`config.mk`:
```
export PLATFORM = sky130hd
export DESIGN_NAME = seg7_mux_n
export DESIGN_NICKNAME = d
export VERILOG_FILES = /design/src/rtl/seg7_mux_n.sv
export SDC_FILE = /design/constraint.sdc
export NUM_CORES = 1
export LEC_CHECK = 0
export CAP_MARGIN = 20
export CORE_MARGIN = 2
export CORE_UTILIZATION = 45
export CTS_BUF_LIST = sky130_fd_sc_hd__clkbuf_4 sky130_fd_sc_hd__clkbuf_8 sky130_fd_sc_hd__clkbuf_16
export CTS_CLUSTER_DIAMETER = 50
export DETAILED_ROUTE_END_ITERATION = 16
export PLACE_DENSITY = 0.67
export SLEW_MARGIN = 40
export SYNTH_ARGS = -nofsm -noshare
export SYNTH_HDL_FRONTEND = slang
export SYNTH_SLANG_ARGS = --single-unit
export TNS_END_PERCENT = 50
```
`constraint.sdc`:
```
create_clock -name clk -period 2.79 [get_ports clk]
set_input_delay 0.279 -clock clk [delete_from_list [all_inputs] [get_ports clk]]
set_output_delay 0.279 -clock clk [all_outputs]
set_load 0.01 [all_outputs]
```
`src/rtl/seg7_mux_n.sv`:
```
// seg7_mux_n: time-multiplexed N-digit seven-segment scanner.
// The scan alternates a lit SHOW slot per digit with an optional all-off BLANK gap.
// The digit values and enables are captured once per frame, so a frame always shows one
// consistent set of data. Every output comes straight from a flop.
module seg7_mux_n #(
  parameter int N_DIGITS       = 2,
  parameter int DWELL_CYCLES   = 24000,
  parameter int BLANK_CYCLES   = 240,
  parameter int SEG_ACTIVE_LOW = 1,
  parameter int SEL_ACTIVE_LOW = 0,
  localparam int CUR_W         = (N_DIGITS > 1) ? $clog2(N_DIGITS) : 1
) (
  input  logic                  clk,
  input  logic                  reset,
  input  logic [4*N_DIGITS-1:0] digits,
  input  logic [N_DIGITS-1:0]   digit_en,
  output logic [N_DIGITS-1:0]   sel,
  output logic [6:0]            seg_out,
  output logic [CUR_W-1:0]      cur_digit,
  output logic                  frame_tick
);

  // One counter serves both states, so it is sized for the longer of the two intervals.
  localparam int MAX_CNT = (DWELL_CYCLES > BLANK_CYCLES) ? DWELL_CYCLES : BLANK_CYCLES;
  localparam int CNT_W   = (MAX_CNT > 1) ? $clog2(MAX_CNT) : 1;

  localparam logic [CNT_W-1:0]    DWELL_LAST = CNT_W'(DWELL_CYCLES - 1);
  localparam logic [CNT_W-1:0]    BLANK_LAST = CNT_W'((BLANK_CYCLES > 0) ? BLANK_CYCLES - 1 : 0);
  localparam logic [CUR_W-1:0]    LAST_DIGIT = CUR_W'(N_DIGITS - 1);
  localparam logic [6:0]          SEG_OFF    = (SEG_ACTIVE_LOW != 0) ? 7'h7F : 7'h00;
  localparam logic [N_DIGITS-1:0] SEL_OFF    = (SEL_ACTIVE_LOW != 0) ? {N_DIGITS{1'b1}}
                                                                     : {N_DIGITS{1'b0}};

  typedef enum logic {ST_BLANK, ST_SHOW} state_t;

  state_t                state_q, state_d;
  logic [CNT_W-1:0]      cnt_q, cnt_d;
  logic [CUR_W-1:0]      cur_q, cur_d;
  logic [4*N_DIGITS-1:0] snap_q, snap_d;
  logic [N_DIGITS-1:0]   snap_en_q, snap_en_d;
  logic [N_DIGITS-1:0]   sel_q, sel_d;
  logic [6:0]            seg_q, seg_d;
  logic                  tick_q, tick_d;

  logic                  enter_show;
  logic [CUR_W-1:0]      show_idx;
  logic [CUR_W-1:0]      next_idx;
  logic [3:0]            nib;
  logic                  lit;
  logic [N_DIGITS-1:0]   onehot;

  // Active-high hex mask {g,f,e,d,c,b,a}; b and d are the lowercase forms.
  function automatic logic [6:0] hex_mask(input logic [3:0] v);
    logic [6:0] m;
    case (v)
      4'h0: m = 7'h3F;  4'h1: m = 7'h06;  4'h2: m = 7'h5B;  4'h3: m = 7'h4F;
      4'h4: m = 7'h66;  4'h5: m = 7'h6D;  4'h6: m = 7'h7D;  4'h7: m = 7'h07;
      4'h8: m = 7'h7F;  4'h9: m = 7'h6F;  4'hA: m = 7'h77;  4'hB: m = 7'h7C;
      4'hC: m = 7'h39;  4'hD: m = 7'h5E;  4'hE: m = 7'h79;  default: m = 7'h71;
    endcase
    return m;
  endfunction

  // Wrap the scan index after the last digit; with a single digit this is always 0.
  assign next_idx = (cur_q == LAST_DIGIT) ? '0 : cur_q + CUR_W'(1);

  // State register with asynchronous active-low reset: outputs go dark immediately.
  always_ff @(posedge clk or negedge reset) begin
    if (!reset) begin
      state_q   <= ST_BLANK;
      cnt_q     <= '0;
      cur_q     <= '0;
      snap_q    <= '0;
      snap_en_q <= '0;
      sel_q     <= SEL_OFF;
      seg_q     <= SEG_OFF;
      tick_q    <= 1'b0;
    end else begin
      state_q   <= state_d;
      cnt_q     <= cnt_d;
      cur_q     <= cur_d;
      snap_q    <= snap_d;
      snap_en_q <= snap_en_d;
      sel_q     <= sel_d;
      seg_q     <= seg_d;
      tick_q    <= tick_d;
    end
  end

  // Next state, counter reload, snapshot capture and registered output values.
  always_comb begin
    state_d    = state_q;
    cnt_d      = cnt_q + CNT_W'(1);
    cur_d      = cur_q;
    snap_d     = snap_q;
    snap_en_d  = snap_en_q;
    sel_d      = sel_q;
    seg_d      = seg_q;
    tick_d     = 1'b0;
    enter_show = 1'b0;
    show_idx   = cur_q;
    nib        = 4'h0;
    lit        = 1'b0;
    onehot     = '0;

    case (state_q)
      ST_BLANK: begin
        if (cnt_q == BLANK_LAST) begin
          state_d    = ST_SHOW;
          cnt_d      = '0;
          enter_show = 1'b1;
        end
      end
      ST_SHOW: begin
        if (cnt_q == DWELL_LAST) begin
          cnt_d = '0;
          cur_d = next_idx;
          if (BLANK_CYCLES == 0) begin
            // No gap: the next digit's slot starts on this very edge.
            enter_show = 1'b1;
            show_idx   = next_idx;
          end else begin
            state_d = ST_BLANK;
            sel_d   = SEL_OFF;
            seg_d   = SEG_OFF;
          end
        end
      end
      default: state_d = ST_BLANK;
    endcase

    if (enter_show) begin
      // Digit 0 opens a frame: capture fresh data and use it for this very slot.
      if (show_idx == '0) begin
        snap_d    = digits;
        snap_en_d = digit_en;
        tick_d    = 1'b1;
      end
      for (int i = 0; i < N_DIGITS; i++) begin
        if (show_idx == CUR_W'(i)) begin
          nib       = snap_d[4*i +: 4];
          lit       = snap_en_d[i];
          onehot[i] = 1'b1;
        end
      end
      // A disabled digit still owns its slot, it just stays dark.
      if (lit) begin
        sel_d = SEL_OFF ^ onehot;
        seg_d = hex_mask(nib) ^ SEG_OFF;
      end else begin
        sel_d = SEL_OFF;
        seg_d = SEG_OFF;
      end
    end
  end

  assign sel        = sel_q;
  assign seg_out    = seg_q;
  assign cur_digit  = cur_q;
  assign frame_tick = tick_q;

endmodule
```
==> flow_summary.json <==
{
  "timing.setup.critical_path_class": "register to register",
  "synth-xor-area-share_pct": 6.57,
  "die_y_um": 68.4,
  "pwr_density_cell_mw_per_mm2": 458,
  "min-delay-path-class": "input port to asynchronous set/reset pin",
  "cts_buffers": 5,
  "syn_nets": 190,
  "ctsResizeCount": 0,
  "worst_setup_hold_path_clk_slew_ns": 0.07,
  "core-area_mm2": 0.00400,
  "initial_core_utilization_pct": 46.6,
  "synth-compound-area-share_pct": 9.52,
  "worst_setup_path_start_kind": "register",
  "antenna_violating_nets_post_route": 0,
  "cellLeakagePower_nw": 1.00,
  "syn-mean-instance-area_um2": 10.9,
  "drtIter0Drc": 60,
  "timing.fmax_ghz": 0.445,
  "postCtsSetupRepairBufs": 0,
  "ys_seq_area_share_pct": 43.4,
  "clock-sinks": 32,
  "clkLatencyLatePin_ns": 0.29,
  "synth-simple-area-share_pct": 20.3,
  "insertedDiodeCount": 0,
  "setup_slack_ns": 0.544,
  "synthArstFlopShare_pct": 100,
  "std_cell_rows": 23,
  "synth_warnings": 0,
  "power.total_mw": 1.03,
  "final_period_minus_worst_setup_slack_ns": 2.25,
  "clockRootBuffer": "clkbuf_8",
  "crit_path_end_kind": "register",
  "max-slew-margin-rel_pct": 58.6,
  "horizontal_die_dimension_um": 68.4,
  "yosys.cell_types.count": 44,
  "cts_max_level": 2,
  "adder_and_majority_cell_fraction_of_the_synthesized_area_pct": 4.69,
  "critical_path_arrival_ns": 2.46,
  "first_pass_grt_wire_length_mm": 6.49,
  "n_fill_cell": 325,
  "setup_tns_ns": 0,
  "stdcell_count": 248,
  "cp_cell_sequence": "mux2i_1, inv_1, ha_1, mux2_2, a2111o_1, o22a_1",
  "critPathMaxFanout": 7,
  "vias_per_cell": 5.62,
  "outcome": "complete, no violations",
  "transition_time_at_the_pin_with_the_least_slew_margin_ns": 0.603,
  "buffer_levels_on_the_longest_clock_path": 2,
  "port_buffers": 22,
  "dpl.hpwl_mm": 2.69,
  "worst_path_max_delay_cell": "mux2i_1",
  "placer_congestion_estimate": 0.860,
  "via_count_of_the_routed_design": 1393,
  "critPathMaxStageDelay_ns": 0.54,
  "drc": 0,
  "ys_ff_latch": 32,
  "detail_route.wl_per_cell_um": 15.0,
  "dieArea_mm2": 0.00468,
  "initial_antenna_violation_count": 0,
  "postLayoutCoreUtil_pct": 56.4,
  "dr.pass1.iters": 4,
  "gr-total-overflow": 0,
  "fin_skew_ns": 0.00859,
  "finalHoldViolations": 0,
  "synthFlopType": "dfrtp_1",
  "syn_inst": 171,
  "number_of_flops_mapped_to_enable_cells_by_yosys": 0,
  "num-nets-final": 216,
  "timing.final.max_slew_violations": 0,
  "drive_above_1_share_pct": 20.7,
  "pin_count": 23,
  "setup_violations": 0,
  "final.period_utilization_pct": 80.5,
  "routed_wl_mm": 3.73,
  "tritoncts": "done",
  "synthToLayoutAreaGrowth_pct": 20.9,
  "cts-hold-fix-buffers": 0,
  "combinational_family_with_the_most_area_after_synthesis": "simple AND/OR/NAND/NOR gates",
  "synth_mux_area_share_pct": 11.4,
  "dp_cells": 240,
  "grt_usage_pct": 19.1,
  "critical_path_required_ns": 3.00,
  "largest_net_degree_at_the_start_of_global_routing": 33,
  "grt_setup_unrepaired": "false",
  "irDropWorstVdd_uv": 249,
  "grt_pass1_vias": 1352,
  "cpLargestDelayFamily": "multiplexers",
  "dp_worst_setup_slack_ns": 0.285,
  "syn_area_mm2": 0.00187,
  "drv.max_cap_violation_count": 0,
  "cp_num_buf_inv": 1
}
==> stage by stage <==
| step | cell area, um2 | hold WS [ns] |
|---|---|---|
| final | 2250 | 0.385 |
| after global routing | 2250 | 0.410 |
| after CTS | 2250 | 0.399 |
| after detailed placement | 2130 | 0.445 |
| after global placement | 2130 | 0.437 |
| after floorplan | 1870 | -0.0166 |
==> cells by family after synthesis <==
| kind of cell | Yosys count |
|---|---|
| AND/OR/NAND/NOR | 65 |
| flip-flops | 32 |
| multiplexers | 20 |
| AO/OA/AOI/OAI | 20 |
| adder cells (fa/ha/maj) | 7 |
| buffers and inverters | 13 |
| XOR/XNOR | 14 |
==> Yosys cell counts (4+ instances only) <==
library cell	count	area [um2]
xnor2_1	6	52.6
inv_1	5	18.8
nor3_1	4	20.0
a2bb2oi_2	5	75.1
mux2_2	10	113
ha_1	7	87.6
dfrtp_1	25	626
dfstp_2	7	184
nand3_1	6	30.0
nor4_1	4	25.0
nand4_1	6	37.5
xor2_1	8	70.1
o21ai_0	5	25.0
nand2_1	9	33.8
mux2i_1	10	100
nor2_1	17	63.8
==> per-layer routing <==
layer  GRT usage (%)  part of all wire (%)
met1            26.4                    45
met5               0                     0
met3            6.09                   6.1
met2            27.4                    47
met4            8.00                   2.2
==> layout make-up <==
cell class	count	area [um2]	area share (%)
multi-input combinational	126	980	43.5
sequential	32	810	35.9
timing repair buffer	27	258	11.4
clock buffer	7	96.3	4.27
tap	50	62.6	2.77
clock inverter	1	30.0	1.33
inverter	5	18.8	0.832
==> worst register-to-register path, cell delays in order, from the launching register on <==
cell and delay [ns]:
dfrtp_1 0.36, mux2i_1 0.54, inv_1 0.14, ha_1 0.28
mux2_2 0.29, a2111o_1 0.41, o22a_1 0.16
==> final timing paths <==
| check | start | to | slack (ns) | depth (start not counted) |
|---|---|---|---|---|
| worst max-delay path | cur_digit$_DFFE_PN0P_ | seg_out[0]$_DFFE_PN1P_ | 0.54 | 6 |
| worst min-delay path | reset | cnt_q[8]$_DFF_PN0_ | 0.39 | 2 |
| worst max register to register | cur_digit$_DFFE_PN0P_ | seg_out[0]$_DFFE_PN1P_ | 0.54 | 6 |
| worst min register to register | cnt_q[0]$_DFF_PN0_ | cnt_q[0]$_DFF_PN0_ | 0.45 | 1 |
| max in group asynchronous | reset | seg_out[0]$_DFFE_PN1P_ | 2.08 | 2 |
| min in group clk | cnt_q[0]$_DFF_PN0_ | cnt_q[0]$_DFF_PN0_ | 0.45 | 1 |
==> power by group <==
part / total (mW) / switching, mW / internal, mW
Combinational: 0.0743 / 0.0360 / 0.0383
Sequential: 0.469 / 0.00141 / 0.467
Clock: 0.490 / 0.175 / 0.315
Total: 1.03 / 0.213 / 0.821
==> sequential cells by signal, indices dropped and copies added, names as in the netlist <==
signal / count
cnt_q: 15
cur_digit: 1
frame_tick: 1
seg_out: 7
sel: 2
snap_en_q: 1
snap_q: 4
state_q: 1
==> cells in the final DEF (no fill, tap or decap), drive strengths merged, types with 2 or more instances in the layout <==
cell type	instances
a21oi	2
a2bb2oi	5
and2	2
and3	2
and4	2
buf	5
clkbuf	7
clkdlybuf4s50	22
dfrtp	25
dfstp	7
ha	7
inv	5
mux2	10
mux2i	10
nand2	9
nand3	6
nand4	6
nor2	19
nor3	4
nor3b	2
nor4	4
nor4b	2
o21ai	5
xnor2	6
xor2	8
Note: power is estimated with default switching activity, not from simulation.
